`src/rtl/pc_redirect_ctrl.sv`:
```
// Fetch PC sequencer: one redirect per cycle (mem > ex > id) with combinational flush strobes.
// PC updates one cycle after request; stall/HALT hold the PC, and only mem-stage redirects are honoured while halted.
module pc_redirect_ctrl (
    input  logic        clk,
    input  logic        reset_n,
    input  logic        ex_is_R7_pc,
    input  logic [15:0] ex_R7_pc,
    input  logic        mem_is_R7_pc,
    input  logic [15:0] mem_R7_pc,
    input  logic        id_is_jump,
    input  logic [15:0] id_jump_pc,
    input  logic        stall,
    input  logic        halt_req,
    input  logic        resume,
    output logic [15:0] pc,
    output logic        flush_ifid,
    output logic        flush_idex,
    output logic        flush_exmem,
    output logic        halted,
    output logic [15:0] redirect_cnt
);

    typedef enum logic {
        RUN  = 1'b0,
        HALT = 1'b1
    } state_t;

    state_t      state_q, state_d;
    logic [15:0] pc_q, pc_d;
    logic [15:0] redirect_cnt_q, redirect_cnt_d;
    logic        take_mem, take_ex, take_id, redirect;
    logic [15:0] target;

    always_comb begin
        // Older instruction wins; while halted only in-flight loads may still redirect.
        take_mem = mem_is_R7_pc;
        take_ex  = !mem_is_R7_pc && ex_is_R7_pc && (state_q == RUN);
        take_id  = !mem_is_R7_pc && !ex_is_R7_pc && id_is_jump && (state_q == RUN);
        redirect = take_mem || take_ex || take_id;

        target = 16'h0000;
        if (take_mem) begin
            target = mem_R7_pc;
        end else if (take_ex) begin
            target = ex_R7_pc;
        end else if (take_id) begin
            target = id_jump_pc;
        end

        state_d        = state_q;
        pc_d           = pc_q;
        redirect_cnt_d = redirect_cnt_q;

        if (redirect) begin
            pc_d = target;
            if (redirect_cnt_q != 16'hFFFF) begin
                redirect_cnt_d = redirect_cnt_q + 16'd1;
            end
        end else if ((state_q == RUN) && !stall && !halt_req) begin
            pc_d = pc_q + 16'd1;
        end

        if (state_q == RUN) begin
            if (halt_req && !redirect) begin
                state_d = HALT;
            end
        end else begin
            if (resume) begin
                state_d = RUN;
            end
        end
    end

    always_ff @(posedge clk or negedge reset_n) begin
        if (!reset_n) begin
            state_q        <= RUN;
            pc_q           <= 16'h0000;
            redirect_cnt_q <= 16'h0000;
        end else begin
            state_q        <= state_d;
            pc_q           <= pc_d;
            redirect_cnt_q <= redirect_cnt_d;
        end
    end

    // Strobes are gated by reset so they drop the instant reset asserts.
    assign flush_ifid   = reset_n && redirect;
    assign flush_idex   = reset_n && (take_mem || take_ex);
    assign flush_exmem  = reset_n && take_mem;

    assign pc           = pc_q;
    assign halted       = (state_q == HALT);
    assign redirect_cnt = redirect_cnt_q;

endmodule

```
`config.mk`:
```
export PLATFORM = sky130hd
export DESIGN_NAME = pc_redirect_ctrl
export DESIGN_NICKNAME = d
export VERILOG_FILES = /design/src/rtl/pc_redirect_ctrl.sv
export SDC_FILE = /design/constraint.sdc
export NUM_CORES = 1
export LEC_CHECK = 0
export BUFFER_PORTS_ARGS = -buffer_cell sky130_fd_sc_hd__buf_2
export CORE_ASPECT_RATIO = 1.5
export CORE_UTILIZATION = 45
export CTS_BUF_LIST = sky130_fd_sc_hd__clkbuf_2 sky130_fd_sc_hd__clkbuf_4 sky130_fd_sc_hd__clkbuf_8
export CTS_CLUSTER_DIAMETER = 60
export DETAILED_ROUTE_END_ITERATION = 12
export PLACE_DENSITY = 0.75
export SLEW_MARGIN = 30
export SYNTH_ARGS = -nofsm -noshare
export SYNTH_HDL_FRONTEND = slang
export SYNTH_SLANG_ARGS = --single-unit
```
`constraint.sdc`:
```
create_clock -name clk -period 2.1 [get_ports clk]
set_clock_uncertainty 0.05 [all_clocks]
set_input_delay 0.42 -clock clk [delete_from_list [all_inputs] [get_ports clk]]
set_output_delay 0.42 -clock clk [all_outputs]
set_load 0.005 [all_outputs]
```
### Word-level counts from Yosys, hierarchy flattened

Index checks and enable logic that the tools add are counted.

* input bits: 56
* output and inout bits: 36
* register bits: 33

* multiplexer cells: 8
* equality and inequality tests: 1
* bitwise operators: 1
* reductions and logical operators: 20
* add/sub/neg operators: 2

Operators with widths (count)
* two-way mux 16 bit: 5
* adder 16 x 1 -> 16 bit (second input constant): 2
* inequality test 16 bit (second input constant): 1
* logical AND 1 bit: 11
* zero test 1 bit: 5
* two-way mux 1 bit: 3
* logical OR 1 bit: 2
* AND reduction 2 bit: 1
* nonzero test 2 bit: 1
* NOT 1 bit: 1

### Logic depth before layout (Yosys ltp)

Gate-level depths: netlist of the first run.

* depth after elaboration: 9
* gate-level depth with buffers: 7
* mapped depth without buffers: 5

### Worst setup path after synthesis of the first run

OpenSTA, ideal clock, no wires.

* kind: register to register
* start point: register state_q (netlist: halted)
* end point: register pc_q[15] (netlist: pc[15])
* required time: 1.919 ns
* clock period less this slack: 2.353 ns
* setup time: 0.131 ns
* stages on the path, launching flop included: 7
* setup slack: -0.253 ns
* data arrival time: 2.172 ns
* cells stage by stage: dfrtp_1 > or3_1 > buf_2 > or4_1 > clkbuf_2 > o311a_1 > or3_1

* word-level cells in the longest chain between the ends: 6
* elaborated cells on any way between the ends: 12
* classes of those cells: mux: 4; bitwise: 1; reduce/logical: 7

RTL lines
* from (decl): RTL line 28 `state_t state_q, state_d;`
* from (signal assigned): RTL line 80 `state_q <= state_d;`
* NOT 1 bit (*)
* logical AND 1 bit: RTL line 38 `take_id = !mem_is_R7_pc && !ex_is_R7_pc && id_is_jump && (state_q == RUN);`
* two-way mux 16 bit: RTL line 46 `end else if (take_id) begin`
* two-way mux 16 bit: RTL line 44 `end else if (take_ex) begin`
* two-way mux 16 bit: RTL line 42 `if (take_mem) begin`
* two-way mux 16 bit: RTL line 54 `if (redirect) begin`
* to (signal assigned): RTL line 81 `pc_q <= pc_d;`
* to (decl): RTL line 29 `logic [15:0] pc_q, pc_d;`

Every way passes the cells marked *; elsewhere a longest branch is shown, timed or not.
A chain may end at the register's enable or synchronous reset.

### Final worst setup path of the first run

* start point: register state_q (netlist: halted)
* end point: register pc_q[9] (netlist: pc[9])

The elaborated chain is that of the path after synthesis.

==> flow_summary.yaml, run 1 <==
die:
  placement_rows: 30
  die_span_in_x_um: 58.8
  floorplan.io_pins: 92
  die_area_um2: 5130
  core_um2: 4580
  start_util_pct: 47.5
  chipHeight_um: 87.2
clock_network:
  cts_root_buf: "sky130_fd_sc_hd__clkbuf_8"
  cts-buffers-inserted: 5
  tritoncts_num_sinks: 33
  cts_tree: "yes"
  path_clk_slew_ns: 0.07
  clock_path_buffers: 2
  clock_insertion_delay_worst_skew_ns: 0.29
  htreeDepth: 2
synthesis:
  ys_types: 45
  mappedNetlistArea_um2: 2180
  synth.net_count: 296
  synthesis.area_per_instance_um2: 9.15
  number_of_enable_type_register_cells_in_the_synthesized_netlist: 0
  async_flop_share_pct: 100
  yosys_warnings: 0
  dominantRegCellSynth: "sky130_fd_sc_hd__dfrtp_1"
  synth.yosys.seq_area_share_pct: 37.9
  synthCells: 238
  ys_ff_latch: 33
timing:
  fin_crit_ns: 2.02
  fmax_mhz: 495
  slew_violations: 0
  worstMarginPinSlew_ns: 0.407
  hold_slack_ns: 0.252
  hold_viol_final: 0
  finalSetupViolations: 0
  slew_headroom_pct: 72.2
  post-route-period-util_pct: 96.1
  grt_setup_unrepaired: "false"
  post-route-worst-setup-slack_ns: 0.0816
layout:
  fin_util_pct: 65.3
  finalNetCount: 403
  num_antenna_cells: 0
  final_cell_mix: "sky130_fd_sc_hd__buf_2 (91), sky130_fd_sc_hd__dfrtp_1 (33), sky130_fd_sc_hd__nand2_1 (22)"
  layout-area-overhead-vs-synth_pct: 37.4
  layout.cells.most_common: "sky130_fd_sc_hd__buf_2"
  drive_gt1_share_pct: 37.9
  fin_area_um2: 2990
global_routing:
  first_global_vias: 2176
  largest_net_degree_at_the_start_of_global_routing: 29
  gr-max-usage-layer: "met2"
  globalRouteMet1Util_pct: 25.8
  number_of_antenna_violations_at_the_first_check_in_global_routing: 0
  grt_pass1_wl_um: 9650
  grtUsageMet3_pct: 5.65
  overflow: 0
  global_route.usage.met2_pct: 46.3
  global_route.usage.total_pct: 24.7
placed_design:
  dp_worst_setup_slack_ns: -0.186
  dp_hpwl_um: 4600
  globalplace.congestion: 0.854
  dpl_cell_area_um2: 2820
  number_of_port_buffers: 91
critical_path:
  required_ns: 2.26
  cp_top_family: "simple AND/OR/NAND/NOR gates"
  cpMaxStageDelayCell: "sky130_fd_sc_hd__or4_4"
  crit_fanout: 7
  slowest_delay_ns: 0.53
  crit_buf_inv: 1
  timing.critical_path.arrival_ns: 2.18
  cp_common_cell: "sky130_fd_sc_hd__or3_1"
  setup.worst_path.start_class: "register"
  crit_path_cell_trace: "or3_1 > or4_4 > buf_4 > or3_1 > a31oi_1"
  timing_worst_setup_path_type: "reg2reg"
  timing.critical_path.to_type: "register"
routing:
  route.antenna.remaining_nets: 0
  first_pass_iteration_count_of_the_detailed_router: 4
  wl_um: 6130
  vias: 2284
  drc_errors: 0
  drt_via_density: 5.57
  first_iter_violations: 125
  avgRoutedWirePerCell_um: 15.0
run_status:
  run_status: "finished clean"
min_path:
  holdCritPathClass: "in2reg"
pwr:
  peak_ir_drop_on_the_vdd_network_mv: 0.596
  p_total_w: 0.00239
  power-per-cell-area_nw_per_um2: 799
  leakagePower_nw: 1.46
job:
  max_cap_viol_count: 0
==> final timing paths <==
path | startpoint | to | slack, ns | depth (start not counted)
min in group asynchronous | reset_n | pc[2] | 0.44 | 2
hold reg to reg | redirect_cnt[0] | redirect_cnt[0] | 0.47 | 1
setup reg to reg | halted | pc[9] | 0.08 | 5
max in group asynchronous | reset_n | pc[15] | 0.94 | 3
setup / recovery | halted | pc[9] | 0.08 | 5
hold / removal | resume | halted | 0.25 | 2
==> repair_timing <==
action / in CTS / in global routing
endpoints found under the hold margin: 5 / 0
endpoints found under the setup margin: 1 / 6
hold buffers: 1 / 0
resized for setup: 1 / 2
setup buffers: 0 / 2
pin swaps: 0 / 1
==> synthesized netlist by cell type (all sizes together), types with 5 or more instances <==
| master | count | area share, % |
|---|---|---|
| a21oi | 8 | 1.8 |
| clkbuf | 13 | 2.3 |
| dfrtp | 33 | 38 |
| inv | 7 | 1.2 |
| mux2 | 5 | 2.6 |
| mux2i | 13 | 6.0 |
| nand2 | 22 | 3.8 |
| nand3 | 12 | 2.8 |
| nand4 | 11 | 3.2 |
| nor2 | 6 | 1.0 |
| nor3 | 12 | 2.8 |
| nor3b | 5 | 1.7 |
| o211a | 8 | 3.7 |
| o211ai | 7 | 2.4 |
| or4 | 5 | 1.7 |
| xnor2 | 6 | 2.4 |
| xor2 | 13 | 5.2 |
==> cell type report <==
cell class / instances / area [µm²]
sequential: 33 / 826
clock inverter: 3 / 65.1
timing repair buffer: 114 / 643
inverter: 7 / 26.3
clock buffer: 5 / 68.8
multi-input combinational: 184 / 1280
fill: 421 / 1590
tap: 64 / 80.1
==> cell families (layout without fill, tap and decap cells) <==
group,count (synthesis),after routing,share of synthesized area (%)
multiplexers,18,18,8.56
AO/OA/AOI/OAI,47,47,16.3
XOR/XNOR,19,19,7.64
adder cells (fa/ha/maj),2,2,1.15
AND/OR/NAND/NOR,98,98,24.7
buffers and inverters,21,129,3.74
flip-flops,33,33,37.9
==> report_power, final <==
| group | switching [W] | leakage, nW | internal, W | total [W] |
|---|---|---|---|---|
| logic | 0.000337 | 0.998 | 0.000380 | 0.000717 |
| clock network | 0.000249 | 0.0681 | 0.000472 | 0.000721 |
| registers | 0.000179 | 0.396 | 0.000774 | 0.000953 |
| total | 0.000765 | 1.46 | 0.00163 | 0.00239 |
==> per-stage QoR <==
step | cells | setup TNS, ns
after floorplan | 238 | -0.294
after global placement | 399 | -0.567
after detailed placement | 399 | -0.679
after CTS | 408 | 0
after global routing | 410 | 0
final | 410 | 0
==> flip-flops by register name, indices dropped and copies added (netlist names) <==
signal,count
halted,1
pc,16
redirect_cnt,16
==> routing by layer <==
layer / routed length (µm) / up-vias / share of wire [%]
met5: 0 / - / 0
met4: 108 / 0 / 1.8
li1: - / 1101 / -
met3: 397 / 13 / 6.5
met1: 2410 / 1080 / 39
met2: 3220 / 90 / 52
Note: power is estimated with default switching activity, not from simulation.
==> run 2: changes to the inputs <==
Settings changed: CELL_PAD_IN_SITES_DETAIL_PLACEMENT from default to 0, CELL_PAD_IN_SITES_GLOBAL_PLACEMENT from default to 2, CORE_UTILIZATION 45 to 25, PLACE_DENSITY 0.75 to 0.73.
==> flow_summary.yaml, run 2 (same netlist as run 1, synthesis figures left out) <==
layout:
  num_antenna_cells: 0
  fin_area_um2: 2990
  layout.cells.most_common: "sky130_fd_sc_hd__buf_2"
  layout-area-overhead-vs-synth_pct: 37.2
  finalNetCount: 400
  final_cell_mix: "sky130_fd_sc_hd__buf_2 (90), sky130_fd_sc_hd__dfrtp_1 (33), sky130_fd_sc_hd__nand2_1 (22)"
  drive_gt1_share_pct: 37.3
min_path:
  worst_hold_path.endpoint: "halted"
  hold_depth: 2
  holdCritPathClass: "in2reg"
  hp-start: "resume"
timing:
  hold_viol_final: 0
  fin_setup_tns_ns: 0
  slew_violations: 0
  post-route-period-util_pct: 96.8
  fmax_mhz: 492
  slew_headroom_pct: 70.4
  hold_slack_ns: 0.249
  fin_crit_ns: 2.03
  finalSetupViolations: 0
  grt_setup_unrepaired: "false"
  worstMarginPinSlew_ns: 0.440
pwr:
  leakagePower_nw: 1.43
  p_total_w: 0.00217
  netSwitchingFraction_pct: 35.5
  share_seq_of_total_power_pct: 43.8
  power-per-cell-area_nw_per_um2: 727
  p_switching_w: 0.000771
  comb_power_share_pct: 33.7
  peak_ir_drop_on_the_vdd_network_mv: 0.359
  p_clk_share_pct: 22.5
  p_int_w: 0.00140
routing:
  avgRoutedWirePerCell_um: 15.0
  first_pass_iteration_count_of_the_detailed_router: 5
  wl_um: 6760
  route.antenna.remaining_nets: 0
  vias: 2238
  drt_via_density: 4.97
  drc_errors: 0
  first_iter_violations: 102
critical_path:
  setup.worst_path.start_class: "register"
  required_ns: 2.27
  crit_fanout: 7
  r2r_start: "halted"
  regToRegSetupSlack_ns: 0.07
  timing.critical_path.arrival_ns: 2.20
  crit-reg2reg-capture: "pc[13]"
  r2r.worst_path.cells: 5
  timing_worst_setup_path_type: "reg2reg"
  timing.critical_path.to_type: "register"
global_routing:
  largest_net_degree_at_the_start_of_global_routing: 33
  global_route.usage.total_pct: 15.7
  grt_pass1_wl_um: 10900
  first_global_vias: 2149
  number_of_antenna_violations_at_the_first_check_in_global_routing: 0
  overflow: 0
clock_network:
  clock_insertion_delay_worst_skew_ns: 0.29
  cts_root_buf: "sky130_fd_sc_hd__clkbuf_8"
  cts_tree: "yes"
  tritoncts_num_sinks: 33
  path_clk_slew_ns: 0.07
  cts_setup_buffers: 0
  htreeDepth: 2
  cts-buffers-inserted: 5
  clock_path_buffers: 2
placed_design:
  dp_hpwl_um: 5270
  number_of_port_buffers: 91
  dpl_cell_area_um2: 2880
  globalplace.congestion: 0.796
run_status:
  run_status: "finished clean"
die:
  start_util_pct: 25.9
  chipHeight_um: 116
  core_um2: 8410
  die_area_um2: 9090
  die_span_in_x_um: 78.2
  placement_rows: 41
  floorplan.io_pins: 92
job:
  max_cap_viol_count: 0
[run 2: worst max path at each step]
| stage | from | to | slack (ns) | cells past startpoint |
|---|---|---|---|---|
| 4_1_cts | halted | flush_ifid | 0.02 | 5 |
| 6_report | halted | pc[13] | 0.07 | 5 |
| 5_1_grt | halted | pc[9] | 0.001 | 5 |
| 2_1_floorplan | halt_req | pc[15] | -0.20 | 6 |
| 3_5_place_dp | halt_req | pc[15] | -0.18 | 5 |
| 3_3_place_gp | halt_req | pc[15] | -0.16 | 5 |
[run 2: metrics by stage]
| step | setup WS (ns) | util [%] | std cells |
|---|---|---|---|
| finish | 0.0670 | 35.5 | 450 |
| global route | 0.00149 | 35.5 | 450 |
| CTS | 0.0153 | 35.4 | 450 |
| global placement | -0.157 | 34.2 | 441 |
| floorplan | -0.198 | - | 238 |
| detailed placement | -0.179 | 34.2 | 441 |
[run 2: what timing repair did]
item                                   in CTS  in global routing
gates resized for setup                     1                  4
endpoints found under the hold margin       9                  0
setup endpoints to repair                   1                  6
hold buffers                                1                  0
[run 2: cell type report]
| cell class | count | area [µm²] |
|---|---|---|
| repair buffers | 111 | 636 |
| clock inverters | 2 | 10.0 |
| multi-input cells | 184 | 1280 |
| flip-flops and latches | 33 | 826 |
| inverters | 7 | 26.3 |
| well taps | 107 | 134 |
| fillers | 931 | 5430 |
| clock buffers | 6 | 76.3 |
[run 2: per-layer routing]
layer  part of all wire [%]  GRT usage, %
met5                      0             0
met4                    1.6          5.31
met3                    5.0          2.89
met2                     51          28.4
met1                     42          18.5
[run 2: power by group through the flow]
stage / logic, W / registers [W] / clock network [W]
after floorplan: 0.000356 / 0.000958 / 0
final: 0.000731 / 0.000952 / 0.000489
after global placement: 0.000733 / 0.000962 / 0
after detailed placement: 0.000740 / 0.000964 / 0
after global routing: 0.000826 / 0.000980 / 0.000530
after CTS: 0.000743 / 0.000954 / 0.000509
[run 2: worst max-delay path, stage by stage, from the launching register on]
cell and delay, ns:
sky130_fd_sc_hd__dfrtp_1 0.37, sky130_fd_sc_hd__or3_1 0.36, sky130_fd_sc_hd__or4_4 0.54, sky130_fd_sc_hd__buf_4 0.17, sky130_fd_sc_hd__or4_1 0.39, sky130_fd_sc_hd__nand3_1 0.08
==> run 3: changes to the inputs <==
Settings changed: PLACE_DENSITY 0.73 to default, PLACE_DENSITY_LB_ADDON from default to 0.08.
==> flow_summary.yaml, run 3 (same netlist as run 1, synthesis figures left out) <==
clock_network:
  clock_path_buffers: 2
  cts_hold_buffers: 0
  htreeDepth: 2
  cts_tree: "yes"
  cts_setup_buffers: 0
  path_clk_slew_ns: 0.08
  cts-buffers-inserted: 5
  tritoncts_num_sinks: 33
  cts_root_buf: "sky130_fd_sc_hd__clkbuf_8"
  post_cts_resize_count: 1
  clock_insertion_delay_worst_skew_ns: 0.29
critical_path:
  cpMaxStageDelayCell: "sky130_fd_sc_hd__or4_4"
  crit_path_cell_trace: "or3_4 > or4_4 > buf_4 > or3_1 > a31oi_1"
  r2r_start: "halted"
  timing_worst_setup_path_type: "reg2reg"
  crit_path_start: "halted"
  crit_fanout: 7
  required_ns: 2.26
  crit_buf_inv: 1
  setup.worst_path.start_class: "register"
  timing.critical_path.to_type: "register"
  regToRegSetupSlack_ns: 0.07
  timing.critical_path.arrival_ns: 2.19
  slowest_delay_ns: 0.53
  cp_top_family: "simple AND/OR/NAND/NOR gates"
pwr:
  p_total_w: 0.00231
  leakagePower_nw: 1.46
  peak_ir_drop_on_the_vdd_network_mv: 0.435
  power-per-cell-area_nw_per_um2: 762
job:
  max_cap_viol_count: 0
timing:
  hold_slack_ns: 0.181
  grt_setup_unrepaired: "false"
  fin_setup_tns_ns: 0
  fin_crit_ns: 2.03
  slew_headroom_pct: 68.1
  post-route-period-util_pct: 96.7
  worstMarginPinSlew_ns: 0.478
  hold_viol_final: 0
  fmax_mhz: 493
  slew_violations: 0
  post-route-worst-setup-slack_ns: 0.0698
  finalSetupViolations: 0
global_routing:
  first_global_vias: 2187
  number_of_antenna_violations_at_the_first_check_in_global_routing: 0
  largest_net_degree_at_the_start_of_global_routing: 34
  global_route.usage.total_pct: 16.1
  overflow: 0
  grt_pass1_wl_um: 11200
run_status:
  run_status: "finished clean"
layout:
  layout.cells.most_common: "sky130_fd_sc_hd__buf_2"
  finalNetCount: 405
  final_non_filler_cells: 455
  num_antenna_cells: 0
  drive_gt1_share_pct: 39.1
  layout-area-overhead-vs-synth_pct: 39.3
  final_cell_mix: "sky130_fd_sc_hd__buf_2 (91), sky130_fd_sc_hd__dfrtp_1 (33), sky130_fd_sc_hd__buf_4 (24)"
routing:
  wl_um: 7070
  drt_via_density: 4.95
  drc_errors: 0
  avgRoutedWirePerCell_um: 15.5
  first_iter_violations: 45
  vias: 2253
  first_pass_iteration_count_of_the_detailed_router: 4
  route.antenna.remaining_nets: 0
die:
  core_um2: 8410
  placement_rows: 41
  die_span_in_x_um: 78.2
  die_area_um2: 9090
  start_util_pct: 25.9
  chipHeight_um: 116
  floorplan.io_pins: 92
placed_design:
  dp_worst_setup_slack_ns: -0.205
  dp_hpwl_um: 5430
  globalplace.congestion: 0.746
  instance_count_after_placement_with_tap_cells_included: 447
  number_of_port_buffers: 91
min_path:
  holdCritPathClass: "in2async"
## run 3: cell types whose count changed in the layout (fill, tap and decap cells not counted), moves of 2 or more
cell                       before  now
sky130_fd_sc_hd__clkinv_2       2    0
sky130_fd_sc_hd__buf_12         2    0
sky130_fd_sc_hd__clkbuf_4       2    0
sky130_fd_sc_hd__buf_4         17   24
## run 3: cell type report
cell class / count / area, µm²
fillers: 886 / 5380
well taps: 107 / 134
inverters: 7 / 26.3
flip-flops and latches: 33 / 826
clock buffers: 5 / 68.8
multi-input cells: 184 / 1280
clock inverters: 3 / 46.3
repair buffers: 116 / 647
## run 3: worst reg2reg max path, delay by kind of cell (launching register included)
family / cells / cell delay, ns
AND/OR/NAND/NOR: 3 / 1.18
buffers and inverters: 1 / 0.17
AO/OA/AOI/OAI: 1 / 0.16
flip-flops: 1 / 0.39
## run 3: path summary, 6_finish.rpt
| path | cells past startpoint | end |
|---|---|---|
| max | 5 | pc[9] |
| min | 2 | pc[10] |
| max reg2reg | 5 | pc[9] |
| min reg2reg | 1 | redirect_cnt[8] |
| max in group asynchronous | 2 | pc[0] |
| min in group clk | 2 | halted |
## run 3: per-layer routing
layer / vias to the layer above / track usage (%) / part of all wire (%)
met5: - / 0 / 0
met4: 0 / 4.69 / 1.2
met3: 9 / 2.73 / 4.6
met2: 67 / 30.8 / 53
met1: 1075 / 18.1 / 41
li1: 1102 / - / -
## run 3: report_power, final
part / total (W) / internal, W / switching (W)
clock: 0.000620 / 0.000355 / 0.000264
combinational: 0.000737 / 0.000392 / 0.000345
sequential: 0.000953 / 0.000774 / 0.000179
total: 0.00231 / 0.00152 / 0.000789
## run 3: stage by stage
stage,utilization (%),cell area (µm²)
6_report,36.1,3030
5_1_grt,36.1,3030
4_1_cts,35.9,3020
3_5_place_dp,34.5,2900
3_3_place_gp,34.5,2900
2_1_floorplan,-,2180
